**src/rtl/sync_fifo_pkg.sv**
```systemverilog
// sync_fifo_pkg: shared default sizing and threshold constants for sync_fifo_param.
package sync_fifo_pkg;
  localparam int FIFO_WIDTH_DEF = 8;
  localparam int FIFO_PTR_DEF = 4;
  localparam int FIFO_DEPTH_DEF = 16;
  localparam int AFULL_DEF = 12;
  localparam int AEMPTY_DEF = 4;
  localparam int PTR_W_DEF = FIFO_PTR_DEF + 1;
  // Pointers and count carry one extra wrap bit over the address width.
  function automatic int ptr_w(input int ptr);
    return ptr + 1;
  endfunction
endpackage

```
**src/rtl/sync_fifo_param_mem.sv**
```systemverilog
// fifo_mem: unreset 1W/1R storage; registered read port, or async read when SYNC_FIFO_FWFT_EN is defined.
module fifo_mem
  import sync_fifo_pkg::*;
#(
  parameter int WIDTH  = FIFO_WIDTH_DEF,
  parameter int ADDR_W = FIFO_PTR_DEF
) (
  input  logic              clk,
  input  logic              rstb,
  input  logic              we,
  input  logic [ADDR_W-1:0] waddr,
  input  logic [WIDTH-1:0]  wdata,
  input  logic              re,
  input  logic [ADDR_W-1:0] raddr,
  output logic [WIDTH-1:0]  rdata
);
  logic [WIDTH-1:0] ram [2**ADDR_W];
  always_ff @(posedge clk)
    if (we) ram[waddr] <= wdata;
`ifdef SYNC_FIFO_FWFT_EN
  logic unused;
  assign unused = rstb ^ re;
  assign rdata = ram[raddr];
`else
  // Nonblocking write keeps a same-edge read at the old word.
  always_ff @(posedge clk or negedge rstb)
    if (!rstb) rdata <= '0;
    else if (re) rdata <= ram[raddr];
`endif
endmodule

```
**src/rtl/sync_fifo_param.sv**
```systemverilog
// sync_fifo_param: single-clock FIFO with registered flags/count and overflow/underflow pulses.
// Define SYNC_FIFO_FWFT_EN for first-word-fall-through; default is 1-cycle registered read.
module sync_fifo_param
  import sync_fifo_pkg::*;
#(
  parameter int FIFO_WIDTH    = FIFO_WIDTH_DEF,
  parameter int FIFO_PTR      = FIFO_PTR_DEF,
  parameter int FIFO_DEPTH    = FIFO_DEPTH_DEF,
  parameter int AFULL_THRESH  = AFULL_DEF,
  parameter int AEMPTY_THRESH = AEMPTY_DEF
) (
  input  logic                  fifo_clk,
  input  logic                  fifo_rstb,
  input  logic                  fifo_wren,
  input  logic [FIFO_WIDTH-1:0] fifo_wrdata,
  input  logic                  fifo_rden,
  output logic [FIFO_WIDTH-1:0] fifo_rddata,
  output logic                  fifo_rdvalid,
  output logic                  fifo_full,
  output logic                  fifo_empty,
  output logic                  fifo_afull,
  output logic                  fifo_aempty,
  output logic [FIFO_PTR:0]     fifo_count,
  output logic                  fifo_overflow,
  output logic                  fifo_underflow
);
  localparam int PW = ptr_w(FIFO_PTR);
  localparam logic [PW-1:0] AF = PW'(AFULL_THRESH);
  localparam logic [PW-1:0] AE = PW'(AEMPTY_THRESH);
  if (FIFO_DEPTH != 2**FIFO_PTR) begin : g_bad_depth
    $error("FIFO_DEPTH must equal 2**FIFO_PTR");
  end
  if (AFULL_THRESH < 1 || AFULL_THRESH > FIFO_DEPTH-1 || AEMPTY_THRESH < 1 || AEMPTY_THRESH > FIFO_DEPTH-1) begin : g_bad_thresh
    $error("thresholds must lie in 1..FIFO_DEPTH-1");
  end
  logic [PW-1:0] wr_ptr, rd_ptr, wr_nxt, rd_nxt, cnt_nxt;
  logic wr_ok, rd_ok;
  logic [FIFO_WIDTH-1:0] mem_rd;
  // A read in the same cycle frees a slot, so a full FIFO still accepts the write.
  always_comb begin
    rd_ok = fifo_rden && !fifo_empty;
    wr_ok = fifo_wren && (!fifo_full || rd_ok);
    wr_nxt = wr_ptr + PW'(wr_ok);
    rd_nxt = rd_ptr + PW'(rd_ok);
    cnt_nxt = wr_nxt - rd_nxt;
  end
  always_ff @(posedge fifo_clk or negedge fifo_rstb)
    if (!fifo_rstb) begin
      wr_ptr <= '0;
      rd_ptr <= '0;
      fifo_count <= '0;
      fifo_full <= 1'b0;
      fifo_empty <= 1'b1;
      fifo_afull <= 1'b0;
      fifo_aempty <= 1'b1;
      fifo_overflow <= 1'b0;
      fifo_underflow <= 1'b0;
    end else begin
      wr_ptr <= wr_nxt;
      rd_ptr <= rd_nxt;
      fifo_count <= cnt_nxt;
      fifo_full <= (wr_nxt[PW-1] != rd_nxt[PW-1]) && (wr_nxt[PW-2:0] == rd_nxt[PW-2:0]);
      fifo_empty <= wr_nxt == rd_nxt;
      fifo_afull <= cnt_nxt >= AF;
      fifo_aempty <= cnt_nxt <= AE;
      fifo_overflow <= fifo_wren && !wr_ok;
      fifo_underflow <= fifo_rden && !rd_ok;
    end
  fifo_mem #(.WIDTH(FIFO_WIDTH), .ADDR_W(FIFO_PTR)) u_mem (
    .clk(fifo_clk),
    .rstb(fifo_rstb),
    .we(wr_ok),
    .waddr(wr_ptr[FIFO_PTR-1:0]),
    .wdata(fifo_wrdata),
    .re(rd_ok),
    .raddr(rd_ptr[FIFO_PTR-1:0]),
    .rdata(mem_rd)
  );
`ifdef SYNC_FIFO_FWFT_EN
  assign fifo_rddata = fifo_empty ? '0 : mem_rd;
  assign fifo_rdvalid = !fifo_empty;
`else
  assign fifo_rddata = mem_rd;
  always_ff @(posedge fifo_clk or negedge fifo_rstb)
    if (!fifo_rstb) fifo_rdvalid <= 1'b0;
    else fifo_rdvalid <= rd_ok;
`endif
endmodule
```
**config.mk**
```make
export PLATFORM = sky130hd
export DESIGN_NAME = sync_fifo_param
export DESIGN_NICKNAME = d
export VERILOG_FILES = /design/src/rtl/sync_fifo_pkg.sv /design/src/rtl/sync_fifo_param_mem.sv /design/src/rtl/sync_fifo_param.sv
export SDC_FILE = /design/constraint.sdc
export NUM_CORES = 1
export LEC_CHECK = 0
export ABC_AREA = 0
export CORE_MARGIN = 2
export CORE_UTILIZATION = 40
export CTS_CLUSTER_SIZE = 12
export DETAILED_ROUTE_END_ITERATION = 16
export PLACE_DENSITY = 0.69
export SETUP_SLACK_MARGIN = 0.2
export SYNTH_ARGS = -nofsm -noshare
export SYNTH_HDL_FRONTEND = slang
export SYNTH_SLANG_ARGS = --single-unit
```
**constraint.sdc**
```tcl
create_clock -name fifo_clk -period 3.1 [get_ports fifo_clk]
set_input_delay 0.62 -clock fifo_clk [delete_from_list [all_inputs] [get_ports fifo_clk]]
set_output_delay 0.62 -clock fifo_clk [all_outputs]
set_load 0.01 [all_outputs]
```
==> results of run 1 <==
sequential cells by signal, summed over array words and instances (netlist names), 5 cells and up:
| register | cells |
|---|---|
| wr_ptr | 5 |
| rd_ptr | 5 |
| fifo_count | 5 |
| u_mem.rdata | 8 |
| u_mem.ram | 128 |
cell usage after synthesis, types with 2 or more instances:
cell type  instances  area share
nand2_1           33       0.020
xnor2_1            9       0.013
a21o_1             2      0.0024
nor2_1            15      0.0090
buf_1              2      0.0012
clkbuf_1           4      0.0024
ha_1               8       0.016
mux4_2            40        0.14
xor2_1             3      0.0042
edfxtp_1         128        0.61
a21oi_1            2      0.0016
nand3_1            4      0.0032
dfrtp_1           28        0.11
nand2b_1           3      0.0030
dfstp_2            2      0.0084
buf_4              2      0.0024
xnor2_2            2      0.0052
inv_1              9      0.0054
nor3_1             7      0.0056
buf_2              5      0.0040
xor2_2             2      0.0052
cells by family (layout without fill, tap and decap cells):
logic type | after synthesis | after routing | share of synthesized area
mux | 42 | 42 | 0.147
compound gates | 7 | 7 | 0.00879
fa+ha+maj | 9 | 9 | 0.0192
simple gates | 68 | 68 | 0.0479
xor+xnor | 16 | 16 | 0.0272
flops | 158 | 158 | 0.734
buf+inv | 23 | 115 | 0.0160
power groups by stage:
stage	Clock, µW	Sequential, µW	Combinational, µW
2_1_floorplan	0	2910	2170
3_3_place_gp	0	2930	3260
3_5_place_dp	0	2950	3330
4_1_cts	2050	2910	3490
5_1_grt	2130	2950	3910
6_report	2000	2900	3590
critical path: cells and delay by family (launching register included):
kind / cells / cell delay [ns]
flip-flops: 1 / 0.54
buffers and inverters: 2 / 0.10
AND/OR/NAND/NOR: 5 / 0.49
AO/OA/AOI/OAI: 2 / 0.31
multiplexers: 2 / 0.61
adder cells (fa/ha/maj): 3 / 0.77
final timing paths:
kind / start / endpoint / slack, ns / depth (start not counted)
min: u_mem.rdata[1]$_DFFE_PN0P_ / u_mem.rdata[1]$_DFFE_PN0P_ / 0.48 / 2
max: fifo_empty$_DFF_PN1_ / fifo_aempty$_DFF_PN1_ / 0.21 / 14
min in group asynchronous: fifo_rstb / fifo_count[3]$_DFF_PN0_ / 0.59 / 2
max reg2reg: fifo_empty$_DFF_PN1_ / fifo_aempty$_DFF_PN1_ / 0.21 / 14
min reg2reg: u_mem.rdata[1]$_DFFE_PN0P_ / u_mem.rdata[1]$_DFFE_PN0P_ / 0.48 / 2
max in group asynchronous: fifo_rstb / fifo_empty$_DFF_PN1_ / 2.20 / 2
metrics by stage:
stage / hold WS, ns / util / total power, µW / cell area [µm²] / cells
after floorplan: 0.324 / - / 5080 / 6340 / 323
after global placement: 0.461 / 0.467 / 6190 / 7130 / 590
after detailed placement: 0.468 / 0.467 / 6270 / 7130 / 590
after CTS: 0.484 / 0.510 / 8450 / 7770 / 626
after global routing: 0.495 / 0.511 / 8980 / 7800 / 626
final: 0.477 / 0.511 / 8500 / 7800 / 626
metal layers:
metal | GRT usage | vias to the layer above
met4 | 0.0441 | 0
met1 | 0.191 | 1562
met5 | 0 | -
met3 | 0.0372 | 4
met2 | 0.234 | 87
li1 | - | 1409
area by class of cell:
| cell class | count | area (µm²) | area share |
|---|---|---|---|
| Inverter | 10 | 42.5 | 0.00546 |
| Clock inverter | 15 | 155 | 0.0199 |
| Tap cell | 211 | 264 | 0.0339 |
| Timing Repair Buffer | 73 | 624 | 0.0801 |
| Clock buffer | 17 | 425 | 0.0546 |
| Sequential cell | 158 | 4600 | 0.590 |
| Multi-Input combinational cell | 142 | 1690 | 0.216 |
what timing repair did:
| item | in CTS | in global routing |
|---|---|---|
| resized for setup | 8 | 4 |
| pin swaps | 7 | 2 |
| buffers inserted | 4 | 0 |
| setup endpoints to repair | 1 | 1 |
| hold endpoints to repair | 0 | 0 |
==> run metrics, run 1 <==
# setup viols final=0; Die Area=0.0167 mm²; CP Capture Type=flop; CP Launch Type=flop; Clock Power Share=0.236; top routing layer used=met4; Top FF cell, synth=edfxtp_1; slowest stage delay, CP=0.54 ns; Avg Cell Area, Syn=19.4 µm²; Clock Tree Buf Depth=2; setup ws final=0.214 ns; Synth Cell Area=0.00627 mm²; Top-Level Pins=32; Fmax=347 MHz; worst slack, placed=-0.471 ns; Routed Wire Length=11100 µm; Setup TNS=0 ns; Slew Limit Fails=0; initial DRC count=259; pin count of the biggest net entering global routing=33; DR vias=3062; ANT nets after route=0; CORE AREA=0.0153 mm²; initial core utilization=0.411; CTS Sinks=158; slowest cell on the critical path=dfstp_2; Slew headroom=0.574; Async SR Flop Fraction=0.190; Netlist cell types=34; hold buffers post-CTS=0; I/O Buffers=31; antenna violations before repair=0; Die Y=129 µm; worst-margin pin slew=0.639 ns; Die Wd=129 µm; DRC=0; Clock Skew=0.00818 ns; # nets final=423; switching part of the total power=0.321; Max-Cap Viols=0; TritonRoute pass-1 iters=4; gr usage total=0.144; CP required=3.46 ns; CTS tree=built; Worst-Skew Late Latency=0.42 ns; Post-Syn Nets=344; RePlAce Congestion=0.812; CTS H-tree lvls=4; Cells after Synth=323; status=finished, final reports clean; Final min period=2.89 ns; synthesized flop and latch total=158; Clock Pin Slew Worst Setup and Hold Paths=0.06 ns; Final HPWL DP=7560 µm; Fin. Hold Viols=0; RSZ-0062 raised after global routing=true; share of layout cells above drive strength 1=0.340; n_diodes=0; global-route wire length before repair=17500 µm; sequential-to-total area share from yosys stat=0.734; met1 WL=5020 µm; Sequential Power Share=0.342; vias per cell=4.89; most common cell after layout, fill and taps aside=edfxtp_1; synth warn=0; gr ovfl total=0; Power Density=1090 mW/mm²; cell row count=45; critical path, cell by cell=nand2b_4 -> nand2_2 -> nand2_2 -> inv_2 -> ha_4 -> ha_4 -> inv_1 -> fa_2 -> or3b_1 -> a211oi_2 -> mux2_4 -> a311oi_2 -> mux2_4 -> nor2_4; critical path fanouts, max=2; FILL cells=1228; part of the cycle the worst path needs=0.931; commonest non-fill, non-tap cells in the layout=128 x edfxtp_1, 42 x buf_4, 40 x mux4_2, 31 x nand2_1, 30 x clkdlybuf4s50_1; area grow syn2layout=24.4%; wire length per cell=17.7 µm; Pleak=0.00274 µW; number of synthesized flops with an enable pin=128; P_sw=2720 µW; kind of critical path=reg2reg; clk root buf=clkbuf_16; length of routed met3 wiring=515 µm; P_int=5770 µW; logic gate share of total power=0.422; worst hold path type=reg2reg; VDD IR-drop max=569 µV; number of CTS-inserted buffers=17; wire length on met2=5480 µm; critical path arrival=3.24 ns; vias in the first global route=3234
No activity file was read; power rests on OpenSTA's default activity.
==> run 2: changes to the inputs <==
--- a/config.mk
+++ b/config.mk
@@ -7,11 +7,13 @@
 export LEC_CHECK = 0
 export ABC_AREA = 0
 export CORE_MARGIN = 2
-export CORE_UTILIZATION = 40
+export CORE_UTILIZATION = 54
 export CTS_CLUSTER_SIZE = 12
 export DETAILED_ROUTE_END_ITERATION = 16
-export PLACE_DENSITY = 0.69
+export HOLD_SLACK_MARGIN = 0.15
+export PLACE_DENSITY = 0.86
 export SETUP_SLACK_MARGIN = 0.2
 export SYNTH_ARGS = -nofsm -noshare
 export SYNTH_HDL_FRONTEND = slang
+export SYNTH_HIERARCHICAL = 1
 export SYNTH_SLANG_ARGS = --single-unit
==> run 2 against run 1 <==
Effect of this change: power fell by 6.6%; clock skew rose by 0.0025 ns; first-iteration DRC count rose by 24%; worst setup slack improved by 0.20 ns; register-to-register slack improved by 0.28 ns; sequential share of layout area rose by 2.4 points; critical path depth fell by 2; maximum frequency rose by 7.4%; flip-flop and latch count did not move; clock-buffer cell count rose by 1; via count rose by 5.4%; area after synthesis rose by 0.58%; critical path type is now in2reg.
==> run metrics, run 2 <==
gr usage total=0.211 (was 0.144); Cells after Synth=314 (was 323); synth warn=6 (was 0); Stages on worst setup path=12 (was 14); I/O Buffers=31 (unchanged); Fin. Hold Viols=0 (unchanged); worst setup path startpoint=fifo_rden (was fifo_empty$_DFF_PN1_); FILL cells=746 (was 1228); Post-Syn Nets=335 (was 344); VDD IR-drop max=889 µV (was 569 µV); status=finished, final reports clean (unchanged); Netlist cell types=37 (was 34); CORE AREA=0.0114 mm² (was 0.0153 mm²); slowest cell on the critical path=clkdlybuf4s50_1 (was dfstp_2); Final min period=2.69 ns (was 2.89 ns); Final Non-Filler Cells=532 (was 626); CTS H-tree lvls=4 (unchanged); DRC=0 (unchanged); cell row count=39 (was 45); Power Density=1060 mW/mm² (was 1090 mW/mm²); Avg Cell Area, Syn=20.1 µm² (was 19.4 µm²); critical path fanouts, max=3 (was 2); initial core utilization=0.552 (was 0.411); vias in the first global route=3424 (was 3234); n_diodes=0 (unchanged); cell area after layout=0.00749 mm² (was 0.00780 mm²); CP Launch Type=primary input (was flop); DR vias=3228 (was 3062); max reg flops=128 (unchanged); postcts setup bufs=0 (was 4); dominant cell type by area after synthesis=edfxtp_1 (unchanged); Synth Cell Area=0.00630 mm² (was 0.00627 mm²); worst slack, placed=-0.178 ns (was -0.471 ns); sequential-to-total area share from yosys stat=0.729 (was 0.734); TritonRoute pass-1 iters=4 (unchanged); worst-margin pin slew=0.587 ns (was 0.639 ns); CTS tree=built (unchanged); kind of critical path=in2reg (was reg2reg); worst hold path type=reg2reg (unchanged); Placement Cell Area=0.00686 mm² (was 0.00713 mm²); critical path arrival=3.02 ns (was 3.24 ns); Slew headroom=0.608 (was 0.574); number of synthesized flops with an enable pin=128 (unchanged); Clock Tree Buf Depth=2 (unchanged); reg2reg start=fifo_empty$_DFF_PN1_ (unchanged); Clock Pin Slew Worst Setup and Hold Paths=0.06 ns (about the same); commonest non-fill, non-tap cells in the layout=128 x edfxtp_1, 31 x clkdlybuf4s50_1, 28 x dfrtp_1, 26 x buf_4, 26 x mux4_2 (was 128 x edfxtp_1, 42 x buf_4, 40 x mux4_2, 31 x nand2_1, 30 x clkdlybuf4s50_1); global-route wire length before repair=19300 µm (was 17500 µm); Die Area=0.0126 mm² (was 0.0167 mm²); Setup TNS=0 ns (unchanged); worst r2r dst=fifo_aempty$_DFF_PN1_ (unchanged); Fmax=372 MHz (was 347 MHz); part of the cycle the worst path needs=0.866 (was 0.931); CP Capture Type=flop (unchanged); share of layout cells above drive strength 1=0.265 (was 0.340); Largest Register=u_mem/ram (was u_mem.ram); vias per cell=6.07 (was 4.89); Reg2Reg Setup Slack=0.49 ns (was 0.21 ns); Yosys top cell area share=0.610 (was 0.613); most repeated cell in the gate-level netlist after synthesis=edfxtp_1 (unchanged); Area contributors post-synth=edfxtp_1 61%, dfrtp_1 11%, mux4_2 9.3%, mux4_1 2.5%, a221oi_2 1.9% (was edfxtp_1 61%, mux4_2 14%, dfrtp_1 11%, nand2_1 2.0%, ha_1 1.6%); synthesized flop and latch total=158 (unchanged); antenna violations before repair=0 (unchanged); CP Buf/Inv Count=3 (was 2); delay-heaviest family, CP=buffers and inverters (was adder cells); # setup viols final=0 (unchanged); Worst-Skew Late Latency=0.42 ns (about the same); Clock Skew=0.0107 ns (was 0.00818 ns); RePlAce Congestion=0.811 (was 0.812); Die Wd=112 µm (was 129 µm); Slew Limit Fails=0 (unchanged); slowest stage delay, CP=0.47 ns (was 0.54 ns); placed insts=500 (was 590); RSZ-0062 raised after global routing=false (was true); most common cell after layout, fill and taps aside=edfxtp_1 (unchanged); Max-Cap Viols=0 (unchanged); CP required=3.44 ns (was 3.46 ns); Reg2Reg Depth=12 (was 14); CTS Sinks=158 (unchanged); pin count of the biggest net entering global routing=34 (was 33); hold buffers post-CTS=0 (unchanged); # nets final=397 (was 423); number of CTS-inserted buffers=17 (unchanged); clk root buf=clkbuf_16 (unchanged); ANT nets after route=0 (unchanged); Top FF cell, synth=edfxtp_1 (unchanged); setup ws final=0.414 ns (was 0.214 ns); Hold Path Depth=2 (unchanged); initial DRC count=322 (was 259); critical path, cell by cell=clkdlybuf4s50_1 -> nand2b_1 -> a21boi_2 -> buf_4 -> ha_1 -> nand3_1 -> xnor2_1 -> ha_1 -> buf_4 -> a311oi_2 -> xnor2_2 -> a211oi_2 (was nand2b_4 -> nand2_2 -> nand2_2 -> inv_2 -> ha_4 -> ha_4 -> inv_1 -> fa_2 -> or3b_1 -> a211oi_2 -> mux2_4 -> a311oi_2 -> mux2_4 -> nor2_4); Final HPWL DP=7480 µm (was 7560 µm); final core utilization=0.656 (was 0.511); Routed Wire Length=12300 µm (was 11100 µm); biggest regs=u_mem/ram: 128 flops, u_mem/rdata: 8 flops (was u_mem.ram: 128 flops, u_mem.rdata: 8 flops); wire length per cell=23.2 µm (was 17.7 µm); commonest cells in the netlist=128 x edfxtp_1, 28 x dfrtp_1, 26 x mux4_2 (was 128 x edfxtp_1, 40 x mux4_2, 33 x nand2_1); Die Y=112 µm (was 129 µm); gr ovfl total=0 (unchanged); Async SR Flop Fraction=0.190 (unchanged); post_cts resized=0 (was 8); Pleak=0.00265 µW (was 0.00274 µW); worst setup path endpoint=fifo_aempty$_DFF_PN1_ (unchanged); Top-Level Pins=32 (unchanged); area grow syn2layout=18.9% (was 24.4%)
[run 2: changes by cell type in the layout (fill, tap and decap cells not counted), sizes merged, moves of 3 or more]
| cell | delta |
|---|---|
| xnor2 | -5 |
| nor3 | -3 |
| mux2i | +8 |
| mux4 | -8 |
| o22ai | +8 |
| nand2 | -32 |
| buf | -16 |
| nor2 | +7 |
| clkinv | -5 |
| a221oi | +8 |
[run 2: how the worst min path moves through the flow]
stage / slack [ns] / from / to
floorplan: 0.32 / fifo_rstb / fifo_afull$_DFF_PN0_
global placement: 0.49 / wr_ptr[4]$_DFF_PN0_ / wr_ptr[4]$_DFF_PN0_
detailed placement: 0.50 / wr_ptr[4]$_DFF_PN0_ / wr_ptr[4]$_DFF_PN0_
CTS: 0.51 / wr_ptr[4]$_DFF_PN0_ / wr_ptr[4]$_DFF_PN0_
global route: 0.53 / wr_ptr[4]$_DFF_PN0_ / wr_ptr[4]$_DFF_PN0_
finish: 0.51 / wr_ptr[4]$_DFF_PN0_ / wr_ptr[4]$_DFF_PN0_
[run 2: cell type report]
class / instances / area, µm² / share of cell area
flip-flops and latches: 158 / 4600 / 0.614
repair buffers: 57 / 505 / 0.0675
inverters: 9 / 33.8 / 0.00451
clock buffers: 18 / 429 / 0.0573
multi-input cells: 133 / 1560 / 0.209
clock inverters: 14 / 184 / 0.0245
well taps: 143 / 179 / 0.0239
[run 2: power breakdown]
part | switching, µW | leakage, µW | total (µW) | internal [µW]
Sequential | 202 | 0.00151 | 2910 | 2710
Clock | 852 | 0.000287 | 2140 | 1290
Combinational | 1490 | 0.000852 | 2880 | 1400
Total | 2540 | 0.00265 | 7940 | 5390
[run 2: worst min-delay path: stages, from the launching register on]
cell and delay [ns]:
dfrtp_1 0.34, xor2_1 0.09, inv_1 0.05
[run 2: through the flow]
step	power [µW]	hold slack [ns]
2_1_floorplan	4980	0.324
3_3_place_gp	5660	0.493
3_5_place_dp	5770	0.495
4_1_cts	7940	0.514
5_1_grt	8330	0.531
6_report	7940	0.512
[run 2: cell families (layout without fill, tap and decap cells)]
| logic type | after synthesis | in the layout | share of synthesized area |
|---|---|---|---|
| mux | 40 | 40 | 0.131 |
| compound gates | 23 | 23 | 0.0375 |
| simple gates | 48 | 48 | 0.0381 |
| xor+xnor | 13 | 13 | 0.0206 |
| flops | 158 | 158 | 0.729 |
| buf+inv | 23 | 98 | 0.0258 |
| fa+ha+maj | 9 | 9 | 0.0179 |
[run 2: routing by layer]
metal | share of wire | track usage | vias up | wire (µm)
li1 | - | - | 1386 | -
met1 | 0.39 | 0.272 | 1679 | 4870
met2 | 0.51 | 0.346 | 131 | 6330
met3 | 0.063 | 0.0518 | 32 | 783
met4 | 0.029 | 0.0976 | 0 | 354
met5 | 0 | 0 | - | 0
